## config.mk

```make
export PLATFORM = sky130hd
export DESIGN_NAME = sha256_digest_out
export DESIGN_NICKNAME = d
export VERILOG_FILES = /design/src/rtl/sha256_pkg.sv /design/src/rtl/sha256_word_add32.sv /design/src/rtl/sha256_digest_out.sv
export SDC_FILE = /design/constraint.sdc
export NUM_CORES = 1
export LEC_CHECK = 0
export ABC_AREA = 1
export CAP_MARGIN = 5
export CORE_AREA = 2 2 310 312
export CTS_CLUSTER_DIAMETER = 120
export DETAILED_ROUTE_END_ITERATION = 10
export DIE_AREA = 0 0 312 314
export GPL_TIMING_DRIVEN = 0
export HOLD_SLACK_MARGIN = 0.03
export PLACE_DENSITY_LB_ADDON = 0.3
export SETUP_SLACK_MARGIN = 0.3
export SLEW_MARGIN = 20
export SYNTH_ARGS = -nofsm -noshare
export SYNTH_HDL_FRONTEND = slang
export SYNTH_SLANG_ARGS = --single-unit
```

## constraint.sdc

```tcl
create_clock -name CLK -period 23.4 [get_ports CLK]
set_clock_uncertainty 0.15 [all_clocks]
set_input_delay 2.34 -clock CLK [delete_from_list [all_inputs] [get_ports CLK]]
set_output_delay 2.34 -clock CLK [all_outputs]
set_load 0.005 [all_outputs]
```

## src/rtl/sha256_pkg.sv

```systemverilog
// Shared SHA-256 definitions: datapath widths, digest output FSM states and
// the initial hash values (IV) also used by the core's init logic.
package sha256_pkg;

    localparam int WORD_W    = 32;
    localparam int NUM_WORDS = 8;
    localparam int IDX_W     = $clog2(NUM_WORDS);

    localparam logic [IDX_W-1:0] LAST_IDX = IDX_W'(NUM_WORDS - 1);

    typedef enum logic {
        IDLE = 1'b0,
        SEND = 1'b1
    } state_t;

    localparam logic [WORD_W-1:0] H0_INIT = 32'h6a09e667;
    localparam logic [WORD_W-1:0] H1_INIT = 32'hbb67ae85;
    localparam logic [WORD_W-1:0] H2_INIT = 32'h3c6ef372;
    localparam logic [WORD_W-1:0] H3_INIT = 32'ha54ff53a;
    localparam logic [WORD_W-1:0] H4_INIT = 32'h510e527f;
    localparam logic [WORD_W-1:0] H5_INIT = 32'h9b05688c;
    localparam logic [WORD_W-1:0] H6_INIT = 32'h1f83d9ab;
    localparam logic [WORD_W-1:0] H7_INIT = 32'h5be0cd19;

endpackage

```

## src/rtl/sha256_word_add32.sv

```systemverilog
// 32-bit modulo-2^32 adder for one hash word. Kept as its own module so the
// add can be swapped for a carry-save / CPA implementation in one place.
// Ports:
//   a, b : addends
//   sum  : (a + b) mod 2^32, carry-out discarded
module sha256_word_add32
    import sha256_pkg::*;
(
    input  logic [WORD_W-1:0] a,
    input  logic [WORD_W-1:0] b,
    output logic [WORD_W-1:0] sum
);

    // Same-width add: the carry out of bit 31 is dropped by construction.
    assign sum = a + b;

endmodule

```

## src/rtl/sha256_digest_out.sv

```systemverilog
// Output end of the SHA-256 working-register datapath. On start it captures
// Hi' = Hi + var_i (mod 2^32) for all eight words, then streams the 256-bit
// digest as eight 32-bit words (H0' first) over a valid/ready handshake.
// Ports:
//   CLK, RST    : clock, asynchronous active-high reset
//   start       : capture strobe (honoured only when idle)
//   work_i      : working vars a..h, a in [255:224]
//   hash_i      : previous hash H0..H7, H0 in [255:224]
//   dout_ready  : downstream accepts the current word
//   dout_valid  : dout_data is valid
//   dout_data   : current digest word
//   dout_last   : current word is word 7
//   digest_o    : registered full digest, same packing as hash_i
//   busy        : streaming in progress
//   done        : one-cycle pulse after the final word is accepted
module sha256_digest_out
    import sha256_pkg::*;
(
    input  logic                        CLK,
    input  logic                        RST,
    input  logic                        start,
    input  logic [WORD_W*NUM_WORDS-1:0] work_i,
    input  logic [WORD_W*NUM_WORDS-1:0] hash_i,
    input  logic                        dout_ready,
    output logic                        dout_valid,
    output logic [WORD_W-1:0]           dout_data,
    output logic                        dout_last,
    output logic [WORD_W*NUM_WORDS-1:0] digest_o,
    output logic                        busy,
    output logic                        done
);

    state_t                      state_reg, state_next;
    logic [IDX_W-1:0]            idx_reg, idx_next;
    logic [WORD_W*NUM_WORDS-1:0] digest_reg, digest_next;
    logic                        done_reg, done_next;

    logic [WORD_W*NUM_WORDS-1:0] sum_next;
    logic [WORD_W-1:0]           digest_words [NUM_WORDS];

    // Word gi sits at the gi-th slot from the top, so word 0 is [255:224].
    generate
        for (genvar gi = 0; gi < NUM_WORDS; gi++) begin : g_word
            sha256_word_add32 u_add (
                .a   (hash_i[(NUM_WORDS-1-gi)*WORD_W +: WORD_W]),
                .b   (work_i[(NUM_WORDS-1-gi)*WORD_W +: WORD_W]),
                .sum (sum_next[(NUM_WORDS-1-gi)*WORD_W +: WORD_W])
            );
            assign digest_words[gi] = digest_reg[(NUM_WORDS-1-gi)*WORD_W +: WORD_W];
        end
    endgenerate

    always_ff @(posedge CLK or posedge RST) begin
        if (RST) begin
            state_reg  <= IDLE;
            idx_reg    <= '0;
            digest_reg <= '0;
            done_reg   <= 1'b0;
        end else begin
            state_reg  <= state_next;
            idx_reg    <= idx_next;
            digest_reg <= digest_next;
            done_reg   <= done_next;
        end
    end

    always_comb begin
        state_next  = state_reg;
        idx_next    = idx_reg;
        digest_next = digest_reg;
        done_next   = 1'b0;
        dout_valid  = 1'b0;
        busy        = 1'b0;
        dout_last   = 1'b0;

        case (state_reg)
            IDLE: begin
                if (start) begin
                    digest_next = sum_next;
                    idx_next    = '0;
                    state_next  = SEND;
                end
            end
            SEND: begin
                // start is deliberately ignored here, including on the edge
                // of the final transfer.
                dout_valid = 1'b1;
                busy       = 1'b1;
                dout_last  = (idx_reg == LAST_IDX);
                if (dout_ready) begin
                    idx_next = idx_reg + 1'b1;
                    if (idx_reg == LAST_IDX) begin
                        state_next = IDLE;
                        done_next  = 1'b1;
                    end
                end
            end
            default: state_next = IDLE;
        endcase
    end

    // After the last word the index wraps to 0, so in IDLE this shows word 0.
    assign dout_data = digest_words[idx_reg];
    assign digest_o  = digest_reg;
    assign done      = done_reg;

endmodule

```

=== After elaboration in Yosys (flattened, before gate mapping) ===
Index checks and enable logic that the tools add are counted.
W data, S select, Z words.

* Register bits: 261
* Input port bits: 516
* Output and inout bits: 292
* Logic and storage cells: 36

* Add/sub/neg operators: 9
* Order comparisons: 1
* Eq/ne operators: 3
* Multiplexer cells: 15
* Bitwise logic cells: 2
* Reduce and logical (&&, ||, !) cells: 2

{| class="wikitable"
|+ Operators by type and width
! operator !! count
|-
| $add A32 B32 Y32 || 8
|-
| $bmux W32 S3 || 1
|-
| $mux W32 || 2
|-
| $mux W1 || 8
|-
| $mux W3 || 2
|-
| $pmux W3 S2 || 1
|-
| $ge A4 B4 Y1 const B || 1
|-
| $ne A2 B2 Y1 const B || 2
|-
| $not A3 Y4 || 1
|-
| $reduce_and A2 Y1 || 2
|-
| $add A3 B1 Y3 const B || 1
|-
| $eq A3 B3 Y1 const B || 1
|-
| $pmux W1 S2 || 1
|-
| $not A1 Y1 || 1
|}

=== Logic depth before layout (Yosys ltp) ===
Gate-level depths: netlist (run 1).

* Depth in word-level cells: 4
* Gate-level depth with buffers: 14
* Depth with buffers taken out: 14

=== Modules after synthesis ===
A second synthesis (run 1) with hierarchy kept.

* Cells, all modules: 5639
* Area total of the unflattened synthesis: 31556.5 um^2

{| class="wikitable"
|+ Modules (own cells, without submodules)
! module !! times used !! cells an instance !! area each (um^2)
|-
| sha256_digest_out || 1 || 1702 || 12784.8
|-
| sha256_word_add32 (g_word[3].u_add ...) || 5 || 491 || 2323.5
|-
| sha256_word_add32 (g_word[0].u_add ...) || 3 || 494 || 2384.8
|}

=== Least setup slack after synthesis (run 1) ===
OpenSTA, ideal clock, no wires.

* Kind: in2reg
* Start: input work_i[32]
* End: register digest_reg[48], in the netlist digest_o[48]
* Library setup time: 65 ps
* Arrival time: 3776 ps
* Slack: 19409 ps
* Stages: 9
* Path buffers: 0
* Cell sequence: ha_1 > fa_1 > nand3_1 > nand3_1 > a21oi_1 > nor2_1 > o21ai_0 > nand3_1 > nand2_1

* Word-level cells in the longest chain between the ends: 1

{| class="wikitable"
|+ RTL lines
! element !! RTL line !! source
|-
| start, declared || sha256_digest_out.sv:22 || <nowiki>input logic [WORD_W*NUM_WORDS-1:0] work_i,</nowiki>
|-
| $add A32 B32 Y32 || sha256_word_add32.sv:15 || <nowiki>assign sum = a + b;</nowiki>
|-
| end signal, assigned || sha256_digest_out.sv:62 || <nowiki>digest_reg <= digest_next;</nowiki>
|-
| end, declared || sha256_digest_out.sv:35 || <nowiki>logic [WORD_W*NUM_WORDS-1:0] digest_reg, digest_next;</nowiki>
|}

Every way passes these cells.
A chain may end at the register's enable or synchronous reset.

=== Worst setup path in the final report (run 1) ===
* Start: register idx_reg[0]
* End: output dout_data[10]

* Word-level cells in the longest chain between the ends: 4

{| class="wikitable"
|+ RTL lines
! element !! RTL line !! source
|-
| start, declared || sha256_digest_out.sv:34 || <nowiki>logic [IDX_W-1:0] idx_reg, idx_next;</nowiki>
|-
| start signal, assigned || sha256_digest_out.sv:61 || <nowiki>idx_reg <= idx_next;</nowiki>
|-
| $not A3 Y4 (not written as such) || sha256_digest_out.sv:103 || <nowiki>assign dout_data = digest_words[idx_reg];</nowiki>
|-
| $bmux W32 S3 || sha256_digest_out.sv:103 ||
|-
| $mux W32 (not written as such) (2 in series) || sha256_digest_out.sv:103 ||
|-
| end, declared || sha256_digest_out.sv:26 || <nowiki>output logic [WORD_W-1:0] dout_data,</nowiki>
|}

Every way passes these cells. The select of a mux whose other input is x is not followed.

==> impl_metrics.prom, run 1 <==
# TYPE chip_impl_metric gauge
chip_impl_info{name="status",value="complete, no violations"} 1
chip_impl_metric{name="pleak",unit="nW"} 22.6
chip_impl_metric{name="place_congestion",unit=""} 1.01
chip_impl_info{name="startpoint_type",value="flop"} 1
chip_impl_metric{name="chipHeight",unit="µm"} 314
chip_impl_info{name="clock_tree.root_cell",value="sky130_fd_sc_hd__clkbuf_16"} 1
chip_impl_metric{name="vias",unit=""} 36600
chip_impl_metric{name="timing.critical_path.required",unit="ns"} 20.91
chip_impl_metric{name="cts_made_buffers",unit=""} 36
chip_impl_metric{name="place.port_buffers",unit=""} 807
chip_impl_metric{name="cts-resized-gates",unit=""} 0
chip_impl_metric{name="fin_nets",unit=""} 6966
chip_impl_metric{name="cts.sink_count",unit=""} 261
chip_impl_metric{name="synth-edff-count",unit=""} 0
chip_impl_metric{name="die_x",unit="µm"} 312
chip_impl_info{name="yosys_most_used_dff",value="sky130_fd_sc_hd__dfrtp_1"} 1
chip_impl_info{name="end_kind",value="output pin"} 1
chip_impl_metric{name="cell_depth_of_the_worst_min_delay_path",unit=""} 2
chip_impl_metric{name="seq_area_frac_synth",unit=""} 0.215
chip_impl_metric{name="worst_r2r_path_depth",unit=""} 8
chip_impl_metric{name="report.final.slew_viol_count",unit=""} 0
chip_impl_metric{name="drive_above_1_share",unit=""} 0.0286
chip_impl_metric{name="sequentialPowerShare",unit=""} 0.270
chip_impl_metric{name="drc_errors",unit=""} 0
chip_impl_info{name="synthMostInstantiatedCell",value="sky130_fd_sc_hd__nand2_1"} 1
chip_impl_metric{name="tightest_slew",unit="ns"} 0.806
chip_impl_metric{name="first_global_vias",unit=""} 35600
chip_impl_metric{name="insertion_delay",unit="ns"} 0.54
chip_impl_metric{name="ant_nets",unit=""} 0
chip_impl_metric{name="postSynthCellCount",unit=""} 5344
chip_impl_metric{name="num_rows",unit=""} 113
chip_impl_metric{name="finalHoldViolations",unit=""} 0
chip_impl_metric{name="fp.dieArea",unit="mm²"} 0.0980
chip_impl_metric{name="routed_wirelength",unit="µm"} 163000
chip_impl_metric{name="synth-async-reset-ratio",unit=""} 1.00
chip_impl_info{name="netlist_top_cells_area",value="sky130_fd_sc_hd__nand2_1 27%, sky130_fd_sc_hd__dfrtp_1 21%, sky130_fd_sc_hd__inv_1 11%, sky130_fd_sc_hd__ha_1 10%, sky130_fd_sc_hd__nor2_1 6.0%"} 1
chip_impl_info{name="grt_setup_unrepaired",value="no"} 1
chip_impl_metric{name="post-dp-hpwl",unit="µm"} 142000
chip_impl_metric{name="slew-limit-headroom",unit=""} 0.463
chip_impl_metric{name="grt_pass1_wl",unit="µm"} 232000
chip_impl_metric{name="clk_pin_slew",unit="ns"} 0.06
chip_impl_metric{name="cap_viol_max_count",unit=""} 0
chip_impl_metric{name="antenna_violations_before_repair",unit=""} 7
chip_impl_metric{name="power.density_cell_area",unit="mW/mm²"} 95.7
chip_impl_metric{name="ctsLongestPathBuffers",unit=""} 3
chip_impl_metric{name="detail_route.iter0.violations",unit=""} 2549
chip_impl_metric{name="critical_path.max_fanout",unit=""} 10
chip_impl_metric{name="setup_viol_count_final",unit=""} 0
chip_impl_metric{name="syn-cell-area",unit="mm²"} 0.0304
chip_impl_metric{name="flow.area_growth_from_synthesis",unit="%"} 36.0
chip_impl_info{name="synthTopCellsByCount",value="2177 x sky130_fd_sc_hd__nand2_1, 929 x sky130_fd_sc_hd__inv_1, 483 x sky130_fd_sc_hd__nor2_1, 348 x sky130_fd_sc_hd__nand3_1, 261 x sky130_fd_sc_hd__dfrtp_1"} 1
chip_impl_metric{name="maxClockFrequency",unit="MHz"} 169
chip_impl_metric{name="post_cts_setup_buffer_count",unit=""} 0
chip_impl_metric{name="cts_hold_repair.buffers",unit=""} 0
chip_impl_metric{name="vdd.ir_drop.worst",unit="mV"} 0.0514
chip_impl_metric{name="drt-wirelength-per-cell",unit="µm"} 21.7
chip_impl_metric{name="fin_total_pwr",unit="mW"} 3.96
chip_impl_metric{name="core_region_area",unit="mm²"} 0.0944
chip_impl_metric{name="largest_register_ffs",unit=""} 256
chip_impl_info{name="top_cell_type_by_total_area_after_synthesis",value="sky130_fd_sc_hd__nand2_1"} 1
chip_impl_metric{name="finalSetupTns",unit="ns"} 0
chip_impl_metric{name="power.switching_fraction",unit=""} 0.502
chip_impl_metric{name="final_min_period_over_clock_period",unit=""} 0.252
chip_impl_metric{name="fill_cells",unit=""} 10500
chip_impl_metric{name="period_minus_slack",unit="ns"} 5.90
chip_impl_metric{name="power_frac_clock",unit=""} 0.147
chip_impl_metric{name="detail_route.vias_per_cell",unit=""} 4.89
chip_impl_info{name="setup.worst_path.class",value="reg -> out"} 1
chip_impl_metric{name="power_switching",unit="mW"} 1.98
chip_impl_metric{name="drtPass1Iterations",unit=""} 6
chip_impl_metric{name="worstPathArrival",unit="ns"} 3.41
chip_impl_metric{name="synth-seq-cells",unit=""} 261
chip_impl_metric{name="h-tree-depth",unit=""} 2
chip_impl_metric{name="largest_net_degree_at_the_start_of_global_routing",unit=""} 92
chip_impl_metric{name="grt.total_usage",unit=""} 0.321
chip_impl_metric{name="floorplan.io_pins",unit=""} 808
chip_impl_metric{name="comb_power_share",unit=""} 0.583
chip_impl_metric{name="synth_cell_type_count",unit=""} 35
chip_impl_metric{name="post_synthesis_area_per_instance",unit="µm²"} 5.69
chip_impl_metric{name="grt-ovfl-total",unit=""} 0
chip_impl_metric{name="effective_utilization_at_floorplan",unit=""} 0.322
chip_impl_metric{name="synth_top_area_share",unit=""} 0.269
chip_impl_metric{name="power_report.internal_total",unit="mW"} 1.97
chip_impl_metric{name="synth_fp_nets",unit=""} 6118
chip_impl_metric{name="synth.yosys.warnings",unit=""} 0
chip_impl_info{name="tritoncts",value="yes"} 1
chip_impl_info{name="hold_path_class",value="reg -> reg"} 1
## per-layer routing
metal,share of wire,vias up,GRT usage,wire length (µm)
li1,-,18200,-,-
met1,0.40,17000,0.380,65400
met2,0.48,1204,0.571,78600
met3,0.076,219,0.0744,12400
met4,0.038,4,0.107,6190
met5,0.00012,-,0,19
## cell families after synthesis
logic type / Yosys count / share of synthesized area
simple gates: 3121 / 0.411
buf+inv: 1038 / 0.135
compound gates: 550 / 0.0976
flops: 261 / 0.215
fa+ha+maj: 258 / 0.108
xor+xnor: 116 / 0.0334
## power groups by stage
stage | Combinational [mW] | Sequential [mW] | Clock [mW]
6_report | 2.31 | 1.07 | 0.582
5_1_grt | 2.48 | 1.07 | 0.605
4_1_cts | 2.28 | 1.06 | 0.588
3_5_place_dp | 2.27 | 1.06 | 0
3_3_place_gp | 2.25 | 1.07 | 0
2_1_floorplan | 0.937 | 0.836 | 0
## final timing paths
kind / slack, ns / startpoint / to
setup / recovery: 17.50 / idx_reg[0] / dout_data[10]
min in group asynchronous: 2.15 / RST / digest_o[118]
max in group asynchronous: 20.01 / RST / digest_o[86]
hold / removal: 0.36 / digest_o[205] / digest_o[205]
hold reg to reg: 0.36 / digest_o[205] / digest_o[205]
setup reg to reg: 20.85 / state_reg / digest_o[84]
## layout by cell type, fill, tap and decap left out, types with 3 or more instances in the layout
cell	count
sky130_fd_sc_hd__a21o_1	8
sky130_fd_sc_hd__a21oi_1	184
sky130_fd_sc_hd__a31oi_1	32
sky130_fd_sc_hd__buf_2	39
sky130_fd_sc_hd__buf_4	16
sky130_fd_sc_hd__buf_6	12
sky130_fd_sc_hd__bufinv_16	5
sky130_fd_sc_hd__clkbuf_1	40
sky130_fd_sc_hd__clkbuf_16	37
sky130_fd_sc_hd__clkbuf_2	3
sky130_fd_sc_hd__clkbuf_8	3
sky130_fd_sc_hd__clkdlybuf4s50_1	807
sky130_fd_sc_hd__clkinvlp_4	6
sky130_fd_sc_hd__dfrtp_1	261
sky130_fd_sc_hd__fa_1	8
sky130_fd_sc_hd__ha_1	250
sky130_fd_sc_hd__inv_1	928
sky130_fd_sc_hd__inv_2	3
sky130_fd_sc_hd__nand2_1	2177
sky130_fd_sc_hd__nand2_2	22
sky130_fd_sc_hd__nand3_1	348
sky130_fd_sc_hd__nand3_2	13
sky130_fd_sc_hd__nand3b_1	23
sky130_fd_sc_hd__nand4_1	24
sky130_fd_sc_hd__nor2_1	483
sky130_fd_sc_hd__nor3_1	24
sky130_fd_sc_hd__o211ai_1	8
sky130_fd_sc_hd__o21ai_0	238
sky130_fd_sc_hd__o21ai_1	27
sky130_fd_sc_hd__o21bai_1	24
sky130_fd_sc_hd__o22ai_1	23
sky130_fd_sc_hd__o22ai_2	6
sky130_fd_sc_hd__xnor2_1	115
## worst max-delay path, stage by stage (launching register included)
cell	delay (ns)
sky130_fd_sc_hd__dfrtp_1	0.45
sky130_fd_sc_hd__inv_2	0.13
sky130_fd_sc_hd__buf_2	0.24
sky130_fd_sc_hd__clkbuf_1	0.64
sky130_fd_sc_hd__o21ai_0	0.39
sky130_fd_sc_hd__a31oi_1	0.27
sky130_fd_sc_hd__clkdlybuf4s50_1	0.75
## through the flow
step	setup slack, ns	std cells	hold WS [ns]	util	area [µm²]
floorplan	13.73	5344	0.339	-	30400
global placement	9.73	7416	0.336	0.424	40100
detailed placement	18.09	7418	0.344	0.425	40100
CTS	17.48	7479	0.358	0.438	41300
global route	17.36	7481	0.380	0.438	41300
finish	17.50	7481	0.358	0.438	41300
## layout make-up
| type | count | area [µm²] | area share |
|---|---|---|---|
| clock buffers | 46 | 990 | 0.0239 |
| clock inverters | 15 | 223 | 0.00539 |
| flip-flops and latches | 261 | 6530 | 0.158 |
| inverters | 933 | 3510 | 0.0850 |
| repair buffers | 810 | 8150 | 0.197 |
| plain buffers | 105 | 597 | 0.0144 |
| well taps | 1265 | 1580 | 0.0383 |
| diodes | 1 | 2.50 | 0.0000605 |
| multi-input cells | 4045 | 19800 | 0.478 |
(Power assumes the default switching activity.)
==> run 2: changes to the inputs <==
Clock period 23.4 ns to 5.2 ns, I/O delays scaled along.
==> impl_metrics.prom, run 2 (synthesis gave the netlist of run 1 again) <==
# TYPE chip_impl_metric gauge
chip_impl_info{name="status",value="complete, no violations"} 1
chip_impl_metric{name="drive_above_1_share",unit=""} 0.0300
chip_impl_metric{name="postLayoutCellArea",unit="mm²"} 0.0415
chip_impl_info{name="timing.critical_path.from",value="idx_reg[0]"} 1
chip_impl_metric{name="fill_cells",unit=""} 10500
chip_impl_metric{name="place_congestion",unit=""} 0.995
chip_impl_metric{name="period_minus_slack",unit="ns"} 4.11
chip_impl_metric{name="die_x",unit="µm"} 312
chip_impl_metric{name="first_global_vias",unit=""} 35600
chip_impl_metric{name="drt-wirelength-per-cell",unit="µm"} 21.5
chip_impl_metric{name="insertion_delay",unit="ns"} 0.55
chip_impl_metric{name="report.final.slew_viol_count",unit=""} 0
chip_impl_metric{name="finalHoldViolations",unit=""} 0
chip_impl_info{name="clock_tree.root_cell",value="sky130_fd_sc_hd__clkbuf_16"} 1
chip_impl_info{name="grt_setup_unrepaired",value="no"} 1
chip_impl_metric{name="critical_path.max_fanout",unit=""} 10
chip_impl_metric{name="reg2reg_slack",unit="ns"} 2.39
chip_impl_metric{name="setup_viol_count_final",unit=""} 0
chip_impl_metric{name="clk_pin_slew",unit="ns"} 0.06
chip_impl_metric{name="slew-limit-headroom",unit=""} 0.230
chip_impl_metric{name="flow.area_growth_from_synthesis",unit="%"} 36.4
chip_impl_metric{name="num_rows",unit=""} 113
chip_impl_metric{name="grt-ovfl-total",unit=""} 0
chip_impl_metric{name="cap_viol_max_count",unit=""} 0
chip_impl_metric{name="detail_route.iter0.violations",unit=""} 2722
chip_impl_info{name="commonest_non_fill_non_tap_cell_in_the_layout",value="sky130_fd_sc_hd__nand2_1"} 1
chip_impl_metric{name="maxClockFrequency",unit="MHz"} 243
chip_impl_metric{name="largest_net_degree_at_the_start_of_global_routing",unit=""} 33
chip_impl_metric{name="place.port_buffers",unit=""} 807
chip_impl_metric{name="fin_nets",unit=""} 6973
chip_impl_metric{name="drc_errors",unit=""} 0
chip_impl_metric{name="final_min_period_over_clock_period",unit=""} 0.790
chip_impl_metric{name="place_ws",unit="ns"} 1.55
chip_impl_metric{name="cts.sink_count",unit=""} 261
chip_impl_metric{name="ctsLongestPathBuffers",unit=""} 3
chip_impl_metric{name="timing.final.ws_setup",unit="ns"} 1.09
chip_impl_metric{name="fp.dieArea",unit="mm²"} 0.0980
chip_impl_info{name="reg2reg_to",value="digest_o[129]"} 1
chip_impl_metric{name="power.density_cell_area",unit="mW/mm²"} 427
chip_impl_metric{name="met3_length",unit="µm"} 11900
chip_impl_metric{name="area.sequential",unit="mm²"} 0.00653
chip_impl_metric{name="pleak",unit="nW"} 22.7
chip_impl_metric{name="cts_made_buffers",unit=""} 37
chip_impl_metric{name="detail_route.vias_per_cell",unit=""} 4.88
chip_impl_info{name="hold_path_class",value="in -> async"} 1
chip_impl_metric{name="multi_input_area",unit="mm²"} 0.0198
chip_impl_metric{name="drtPass1Iterations",unit=""} 6
chip_impl_metric{name="vdd.ir_drop.worst",unit="mV"} 0.221
chip_impl_metric{name="grt.total_usage",unit=""} 0.318
chip_impl_info{name="r2r_start",value="state_reg"} 1
chip_impl_metric{name="post-dp-hpwl",unit="µm"} 141000
chip_impl_info{name="tritoncts",value="yes"} 1
chip_impl_metric{name="tightest_slew",unit="ns"} 1.16
chip_impl_info{name="end_kind",value="output pin"} 1
chip_impl_metric{name="h-tree-depth",unit=""} 2
chip_impl_metric{name="worst_r2r_path_depth",unit=""} 8
chip_impl_info{name="commonest_cells_after_routing_fill_and_taps_aside",value="2177 x sky130_fd_sc_hd__nand2_1, 928 x sky130_fd_sc_hd__inv_1, 807 x sky130_fd_sc_hd__clkdlybuf4s50_1"} 1
chip_impl_metric{name="antenna_violations_before_repair",unit=""} 2
chip_impl_metric{name="worstPathArrival",unit="ns"} 3.44
chip_impl_metric{name="cts-resized-gates",unit=""} 0
chip_impl_metric{name="routed_wirelength",unit="µm"} 161000
chip_impl_metric{name="met2WireLength",unit="µm"} 78600
chip_impl_metric{name="grt_pass1_wl",unit="µm"} 230000
chip_impl_info{name="worstSetupEndpoint",value="dout_data[10]"} 1
chip_impl_metric{name="cts_hold_repair.buffers",unit=""} 0
chip_impl_metric{name="post_cts_setup_buffer_count",unit=""} 0
chip_impl_metric{name="effective_utilization_at_floorplan",unit=""} 0.322
chip_impl_metric{name="timing.critical_path.required",unit="ns"} 4.53
chip_impl_metric{name="ant_nets",unit=""} 0
chip_impl_info{name="top_layer_used",value="met5"} 1
chip_impl_info{name="setup.worst_path.class",value="reg -> out"} 1
chip_impl_metric{name="core_region_area",unit="mm²"} 0.0944
chip_impl_metric{name="wl_met1",unit="µm"} 65400
chip_impl_info{name="startpoint_type",value="flop"} 1
chip_impl_metric{name="placedInstanceArea",unit="mm²"} 0.0402
chip_impl_metric{name="largest_register_ffs",unit=""} 256
chip_impl_metric{name="vias",unit=""} 36500
chip_impl_metric{name="floorplan.io_pins",unit=""} 808
chip_impl_metric{name="chipHeight",unit="µm"} 314
## run 2: cell types whose count changed in the layout (fill, tap and decap cells not counted), sizes merged
| cell | change |
|---|---|
| buf | +6 |
| clkbuf | +3 |
| bufinv | -2 |
| clkinv | +2 |
| inv | +1 |
## run 2: layer usage
layer	GRT usage	vias to the layer above
li1	-	18200
met4	0.0951	2
met1	0.375	17000
met5	0	-
met2	0.573	1137
met3	0.0731	205
## run 2: worst min path at each step
stage,cells past startpoint,from,endpoint,slack [ns]
2_1_floorplan,2,digest_o[192],digest_o[192],0.34
3_3_place_gp,2,digest_o[214],digest_o[214],0.34
3_5_place_dp,2,digest_o[214],digest_o[214],0.34
4_1_cts,2,RST,digest_o[85],0.21
5_1_grt,2,RST,digest_o[85],0.28
6_report,2,RST,digest_o[85],0.22
## run 2: worst max-delay path, stage by stage, from the launching register on
cell and delay [ns]:
sky130_fd_sc_hd__dfrtp_1 0.43, sky130_fd_sc_hd__inv_2 0.14, sky130_fd_sc_hd__buf_2 0.23, sky130_fd_sc_hd__clkbuf_1 0.68, sky130_fd_sc_hd__o21ai_0 0.42, sky130_fd_sc_hd__a31oi_1 0.27, sky130_fd_sc_hd__clkdlybuf4s50_1 0.69
## run 2: area by class of cell
class | count | share of cell area
multi-input cells | 4045 | 0.477
well taps | 1265 | 0.0382
flip-flops and latches | 261 | 0.157
repair buffers | 816 | 0.199
diodes | 1 | 0.0000603
inverters | 933 | 0.0847
clock inverters | 16 | 0.00422
clock buffers | 49 | 0.0252
plain buffers | 105 | 0.0144
## run 2: where the power goes
part	internal, mW	total (mW)	switching (mW)
clock	1.56	2.60	1.04
sequential	3.00	4.81	1.80
combinational	4.28	10.3	6.04
total	8.85	17.7	8.88
## run 2: metrics by stage
stage	util	power, mW	hold WS, ns	cells	TNS (ns)
floorplan	-	7.98	0.339	5344	0
global placement	0.424	14.9	0.338	7416	-287.67
detailed placement	0.426	15.0	0.338	7425	0
CTS	0.439	17.7	0.212	7490	0
global route	0.439	18.6	0.276	7491	0
finish	0.439	17.7	0.221	7491	0
